## src/rtl/rx_controller.sv

```systemverilog
// -----------------------------------------------------------------------------
// rx_controller
// Serial receiver for the idle-high, LSB-first byte stream produced by the
// companion transmitter. The default build decodes 8N1 frames. Defining the
// macro RX_PARITY_EN adds a parity bit (8E1/8O1 frames, selected by PARITY_ODD)
// and the parity_err port.
//
// Parameters
//   CLKS_PER_BIT  clock cycles per serial bit (minimum 4)
//   PARITY_ODD    0 = even parity, 1 = odd parity (only with RX_PARITY_EN)
//
// Ports
//   CLK_50M     in   system clock, rising edge
//   reset_n     in   asynchronous active-low reset
//   Din         in   serial line, asynchronous to CLK_50M
//   Dout        out  last correctly received byte, held until the next good frame
//   Dout_valid  out  1-cycle pulse when Dout is updated
//   busy        out  high while a frame is being received
//   frame_err   out  1-cycle pulse when the stop bit is sampled low
//   parity_err  out  1-cycle pulse on parity mismatch (RX_PARITY_EN only)
// -----------------------------------------------------------------------------
module rx_controller #(
    parameter int CLKS_PER_BIT = 5208
`ifdef RX_PARITY_EN
    ,
    parameter bit PARITY_ODD   = 1'b0
`endif
) (
    input  logic       CLK_50M,
    input  logic       reset_n,
    input  logic       Din,
    output logic [7:0] Dout,
    output logic       Dout_valid,
    output logic       busy,
    output logic       frame_err
`ifdef RX_PARITY_EN
    ,
    output logic       parity_err
`endif
);

    localparam int CW = $clog2(CLKS_PER_BIT);
    // Last count of the half-bit wait (start bit) and of a full bit period.
    localparam logic [CW-1:0] HALF_M1 = CW'(CLKS_PER_BIT / 2 - 1);
    localparam logic [CW-1:0] FULL_M1 = CW'(CLKS_PER_BIT - 1);

    typedef enum logic [2:0] {
        S_IDLE   = 3'd0,
        S_START  = 3'd1,
        S_DATA   = 3'd2,
        S_PARITY = 3'd3,
        S_STOP   = 3'd4,
        S_BREAK  = 3'd5
    } state_t;

    state_t        state_r;
    logic [CW-1:0] cnt_r;
    logic [2:0]    idx_r;
    logic [7:0]    shift_r;
    logic          sync1_r;
    logic          sync2_r;
    logic          rx_s;

`ifdef RX_PARITY_EN
    logic          par_bad_r;

    // Parity bit the transmitter is expected to send for a given data byte.
    function automatic logic expected_parity(input logic [7:0] data);
        return (^data) ^ PARITY_ODD;
    endfunction
`endif

    assign rx_s = sync2_r;

    // Two-flop synchroniser; resets to the idle (high) line level.
    always_ff @(posedge CLK_50M or negedge reset_n) begin
        if (!reset_n) begin
            sync1_r <= 1'b1;
            sync2_r <= 1'b1;
        end else begin
            sync1_r <= Din;
            sync2_r <= sync1_r;
        end
    end

    // Frame FSM with registered data, strobes and busy flag.
    always_ff @(posedge CLK_50M or negedge reset_n) begin
        if (!reset_n) begin
            state_r    <= S_IDLE;
            cnt_r      <= {CW{1'b0}};
            idx_r      <= 3'd0;
            shift_r    <= 8'h00;
            Dout       <= 8'h00;
            Dout_valid <= 1'b0;
            busy       <= 1'b0;
            frame_err  <= 1'b0;
`ifdef RX_PARITY_EN
            parity_err <= 1'b0;
            par_bad_r  <= 1'b0;
`endif
        end else begin
            // Strobes default low so each assertion lasts exactly one cycle.
            Dout_valid <= 1'b0;
            frame_err  <= 1'b0;
`ifdef RX_PARITY_EN
            parity_err <= 1'b0;
`endif
            case (state_r)
                S_IDLE: begin
                    if (!rx_s) begin
                        state_r <= S_START;
                        cnt_r   <= {CW{1'b0}};
                        busy    <= 1'b1;
                    end
                end
                S_START: begin
                    // Re-check the line at mid start bit to reject short glitches.
                    if (cnt_r == HALF_M1) begin
                        cnt_r <= {CW{1'b0}};
                        if (!rx_s) begin
                            state_r <= S_DATA;
                            idx_r   <= 3'd0;
                        end else begin
                            state_r <= S_IDLE;
                            busy    <= 1'b0;
                        end
                    end else begin
                        cnt_r <= cnt_r + CW'(1);
                    end
                end
                S_DATA: begin
                    if (cnt_r == FULL_M1) begin
                        cnt_r          <= {CW{1'b0}};
                        shift_r[idx_r] <= rx_s;
                        idx_r          <= idx_r + 3'd1;
                        if (idx_r == 3'd7) begin
`ifdef RX_PARITY_EN
                            state_r <= S_PARITY;
`else
                            state_r <= S_STOP;
`endif
                        end
                    end else begin
                        cnt_r <= cnt_r + CW'(1);
                    end
                end
`ifdef RX_PARITY_EN
                S_PARITY: begin
                    if (cnt_r == FULL_M1) begin
                        cnt_r     <= {CW{1'b0}};
                        par_bad_r <= (rx_s != expected_parity(shift_r));
                        state_r   <= S_STOP;
                    end else begin
                        cnt_r <= cnt_r + CW'(1);
                    end
                end
`endif
                S_STOP: begin
                    if (cnt_r == FULL_M1) begin
                        cnt_r <= {CW{1'b0}};
                        if (rx_s) begin
`ifdef RX_PARITY_EN
                            if (par_bad_r) begin
                                parity_err <= 1'b1;
                            end else begin
                                Dout       <= shift_r;
                                Dout_valid <= 1'b1;
                            end
`else
                            Dout       <= shift_r;
                            Dout_valid <= 1'b1;
`endif
                            state_r <= S_IDLE;
                            busy    <= 1'b0;
                        end else begin
                            // A low stop bit outranks a parity error.
                            frame_err <= 1'b1;
                            state_r   <= S_BREAK;
                        end
                    end else begin
                        cnt_r <= cnt_r + CW'(1);
                    end
                end
                S_BREAK: begin
                    // A held-low line must return high before a new start bit counts.
                    if (rx_s) begin
                        state_r <= S_IDLE;
                        busy    <= 1'b0;
                    end
                end
                default: begin
                    state_r <= S_IDLE;
                    busy    <= 1'b0;
                end
            endcase
        end
    end

endmodule

```

## config.mk

```make
export PLATFORM = sky130hd
export DESIGN_NAME = rx_controller
export DESIGN_NICKNAME = d
export VERILOG_FILES = /design/src/rtl/rx_controller.sv
export SDC_FILE = /design/constraint.sdc
export NUM_CORES = 1
export LEC_CHECK = 0
export CAP_MARGIN = 20
export CORE_ASPECT_RATIO = 0.8
export CORE_MARGIN = 2
export CORE_UTILIZATION = 35
export DETAILED_ROUTE_END_ITERATION = 16
export GPL_TIMING_DRIVEN = 0
export PLACE_DENSITY_LB_ADDON = 0.15
export SLEW_MARGIN = 40
export SYNTH_ARGS = -nofsm -noshare
export SYNTH_HDL_FRONTEND = slang
export SYNTH_SLANG_ARGS = --single-unit
```

## constraint.sdc

```tcl
create_clock -name CLK_50M -period 3.15 [get_ports CLK_50M]
set_clock_uncertainty 0.1 [all_clocks]
set_input_delay 0.63 -clock CLK_50M [delete_from_list [all_inputs] [get_ports CLK_50M]]
set_output_delay 0.63 -clock CLK_50M [all_outputs]
set_load 0.05 [all_outputs]
```

* Yosys cells after proc, flatten, opt, wreduce, memory -nomap -nowiden
Index checks and enable logic that the tools add are counted.
Cells by class: add/subtract/negate cells 2, order comparisons 2, equal/unequal tests 14, multiplexer cells 31, bitwise logic cells 1, reductions and logical operators 11
Operator list (number):
- 2-to-1 mux 13 bit | 3
- one-hot mux 13 bit (3 select lines) | 1
- 2-to-1 mux 3 bit | 10
- one-hot mux 3 bit (5 select lines) | 1
- != test 2 bit (second input constant) | 7
- adder 13 x 1 -> 13 bit (second input constant) | 1
- equality test 13 x 12 -> 1 bit (second input constant) | 1
- equality test 13 bit (second input constant) | 1
- 2-to-1 mux 1 bit | 11
- equality test 3 bit (second input constant) | 3
- bitwise mux 8 bit | 1
- AND reduction 4 bit | 2
- one-hot mux 3 bit (2 select lines) | 1
- AND reduction 6 bit | 1
- one-hot mux 1 bit (5 select lines) | 1
- less-than comparator 3 x 4 -> 1 bit (second input constant) | 1
- AND reduction 2 bit | 2
- adder 3 x 1 -> 3 bit (second input constant) | 1
- demux 1 bit (select 3 bit) | 1
- equality test 3 x 1 -> 1 bit (second input constant) | 1
- equality test 3 x 2 -> 1 bit (second input constant) | 1
- greater-or-equal comparator 3 x 1 -> 1 bit (second input constant) | 1
- zero test 3 bit | 1
- AND reduction 3 bit | 1
- 6 further kinds | 6
Storage, ports and cells: register bits 40, input port bits 3, output and inout port bits 11, word-level logic and storage cells 71

* Logic depth before layout (Yosys ltp)
depth in word-level cells 5, mapped depth 7, depth with buffers taken out 6

* Worst setup path after synthesis
OpenSTA, ideal clock, no wires.
kind register to register, start point register cnt_r[0], end point register shift_r[2], library setup time 0.128 ns, data arrival time 2.072 ns, required time 2.922 ns, path slack 0.850 ns, cell stages (with the launch flop) 7, buffers on the path 0, period minus slack after synthesis 2.300 ns, path through dfrtp_1 > ha_1 > or4bb_1 > nor3_4 > nand4_2 > nor3b_1 > mux2_1
Between the ends: cells in the longest elaborated chain, start to end 2
Ends and longest elaborated chain:
- from (decl) | RTL line 57 | logic [CW-1:0] cnt_r;
- from (signal assigned) | RTL line 90 | cnt_r <= {CW{1'b0}};
- from (signal assigned) | RTL line 112 | cnt_r <= {CW{1'b0}};
- from (signal assigned) | RTL line 119 | cnt_r <= {CW{1'b0}};
- equality test 13 bit | RTL line 132 | if (cnt_r == FULL_M1) begin
- AND reduction 2 bit (no line)
- to (signal, indexed assignment) | RTL line 134 | shift_r[idx_r] <= rx_s;
- to (decl) | RTL line 59 | logic [7:0] shift_r;
No other way between the ends. A chain may end at the register's enable or synchronous reset.

* Worst setup path after layout
start point register cnt_r[0], end point register shift_r[4]
The elaborated chain is that of the path after synthesis.

==> out/metrics.yaml <==
status: "finished clean"
fillerInstances: 543
arrival_ns: 2.66
power_uw: 956
slew_violations: 0
h-tree-depth: 2
synthCells: 187
cp-end-kind: "flip-flop"
vias_per_cell: 5.27
postPlaceCellArea_um2: 2260
p_leak_nw: 1.09
power_density_nw_per_um2: 403
num_vias: 1506
numCtsBuffers: 5
stdcell_count: 286
setup_tns_ns: 0
ys_ff_latch: 40
core_area_um2: 5530
area_delta_synth_final_pct: 16.6
portBuffers: 13
insertion_delay_ns: 0.29
seq_area_um2: 1000
first_global_vias: 1523
yosys.area.top_type: "dfrtp_1"
antenna_found_initial: 0
clock_path_buffers: 2
drv_cap: 0
relSlewSlack_pct: 53.0
tightest_slew_ns: 0.699
cts_resized: 0
antenna_left: 0
dp_cells: 278
antenna_cells: 0
postSynth.asyncResetShare_pct: 100
grt.total_usage_pct: 15.3
synth_commonest_cells: "dfrtp_1, nand2_1, mux2_2, nor2_1, nand3_1"
drc_errors: 0
synth_nets: 193
path_max_fanout: 6
max-vdd-ir-drop_mv: 0.225
rsz0062_at_grt: "no"
dpl.hpwl_um: 3020
cts_tree: "done"
grt_max_degree: 41
die_w_um: 89.2
die-area_um2: 6440
clk_pin_slew_ns: 0.08
grt_pass1_wl_um: 7610
finalHoldViolCount: 0
place_congestion: 0.834
wl_per_cell_um: 15.1
ys_seq_area_share_pct: 49.4
ios: 14
die_h_um: 72.2
avgSynthCellArea_um2: 10.9
criticalPathCategory: "flip-flop to flip-flop"
hp-class: "primary input to async pin"
finalInstanceArea_um2: 2370
fin_nets: 213
placementRows: 24
synth_edf_count: 0
initial_utilization_pct: 36.8
timing.final.crit_share_pct: 81.9
drive_above_1_share_pct: 20.2
critPathLaunchType: "flip-flop"
max_freq_ghz: 0.387
synth_cell_types: 50
fin_crit_ns: 2.58
yosysMostFrequentCell: "dfrtp_1"
grt_overflow_total: 0
hold_buffers: 0
drtPass1Iterations: 4
mappedNetlistArea_um2: 2030
synth_flop_cell: "dfrtp_1"
yosysWarnings: 0
drt_iter0_drc: 86
synth_top_cell_area_share_pct: 46.8
cts-root-buf: "clkbuf_8"
multi_input_area_um2: 961
clock_sinks: 40
synthTopCellsByArea: "dfrtp_1, mux2_2, nand2_1"
post_cts_buffers: 0
required_ns: 3.23
finalSetupViolations: 0
routed_wl_um: 4330
==> critical path, cell delays in order (launching register included) <==
cell and delay, ns:
dfrtp_1 0.41, ha_1 0.27, or4bb_1 0.55, nor3_4 0.27
nand4_2 0.22, nor3b_1 0.28, mux2_2 0.37
==> placed cells by master, fill, tap and decap left out, types with 2 or more instances in the layout <==
| cell | count |
|---|---|
| a21oi_1 | 9 |
| a22o_1 | 4 |
| a31oi_1 | 8 |
| and3_1 | 5 |
| buf_2 | 4 |
| buf_4 | 2 |
| clkbuf_1 | 4 |
| clkbuf_8 | 5 |
| clkdlybuf4s50_1 | 12 |
| dfrtp_1 | 38 |
| dfstp_2 | 2 |
| ha_1 | 3 |
| inv_1 | 6 |
| mux2_1 | 2 |
| mux2_2 | 13 |
| mux2_4 | 2 |
| nand2_1 | 15 |
| nand3_1 | 10 |
| nand3b_1 | 3 |
| nor2_1 | 11 |
| nor2b_1 | 3 |
| nor3_1 | 3 |
| nor3b_1 | 2 |
| nor4_1 | 2 |
| nor4bb_1 | 2 |
| o21ai_0 | 8 |
| xnor2_1 | 2 |
==> metal layers <==
| metal | global-route usage, % | vias up | routed length [um] |
|---|---|---|---|
| met5 | 0 | - | 0 |
| met4 | 4.98 | 0 | 49 |
| met3 | 3.07 | 5 | 81 |
| met2 | 23.5 | 9 | 2030 |
| met1 | 21.8 | 766 | 2160 |
| li1 | - | 726 | - |
==> final timing paths <==
| check | startpoint | end | slack (ns) | cells after the start |
|---|---|---|---|---|
| min in group CLK_50M | sync1_r | rx_s | 0.26 | 0 |
| min reg2reg | sync1_r | rx_s | 0.26 | 0 |
| min | reset_n | cnt_r[9] | 0.21 | 1 |
| max | cnt_r[0] | shift_r[4] | 0.57 | 6 |
| max in group asynchronous | reset_n | sync1_r | 2.37 | 1 |
| max reg2reg | cnt_r[0] | shift_r[4] | 0.57 | 6 |
==> area by class of cell <==
class                   instances  area share (%)
flip-flops and latches         40            42.3
multi-input cells             131            40.5
repair buffers                 13            5.39
well taps                      78            4.12
clock buffers                   5            2.90
plain buffers                  10            1.95
clock inverters                 3            1.80
inverters                       6           0.950
==> sequential cells by signal (all words and copies together) (netlist names), 3 cells and up <==
name / count
shift_r: 8
cnt_r: 13
idx_r: 3
state_r: 3
Dout: 8
==> kinds of logic (layout without fill, tap and decap cells) <==
group / count (synthesis) / in the layout / share of synthesized area (%)
simple gates: 71 / 71 / 21.9
flops: 40 / 40 / 49.4
compound gates: 36 / 36 / 11.9
mux: 18 / 18 / 10.3
buf+inv: 16 / 37 / 3.38
fa+ha+maj: 3 / 3 / 1.85
xor+xnor: 3 / 3 / 1.29
==> per-stage QoR <==
step,setup slack (ns),util [%],hold WS (ns)
finish,0.569,42.9,0.208
global route,0.439,42.9,0.251
CTS,0.549,42.9,0.231
detailed placement,0.569,40.9,0.249
global placement,0.380,40.9,0.247
floorplan,0.850,-,0.234
==> report_power, final <==
| group | leakage, nW | switching (mW) | internal [mW] |
|---|---|---|---|
| sequential | 0.532 | 0.000480 | 0.515 |
| combinational | 0.509 | 0.0143 | 0.00276 |
| clock | 0.0541 | 0.189 | 0.234 |
| total | 1.09 | 0.204 | 0.752 |
(Power assumes the default switching activity.)
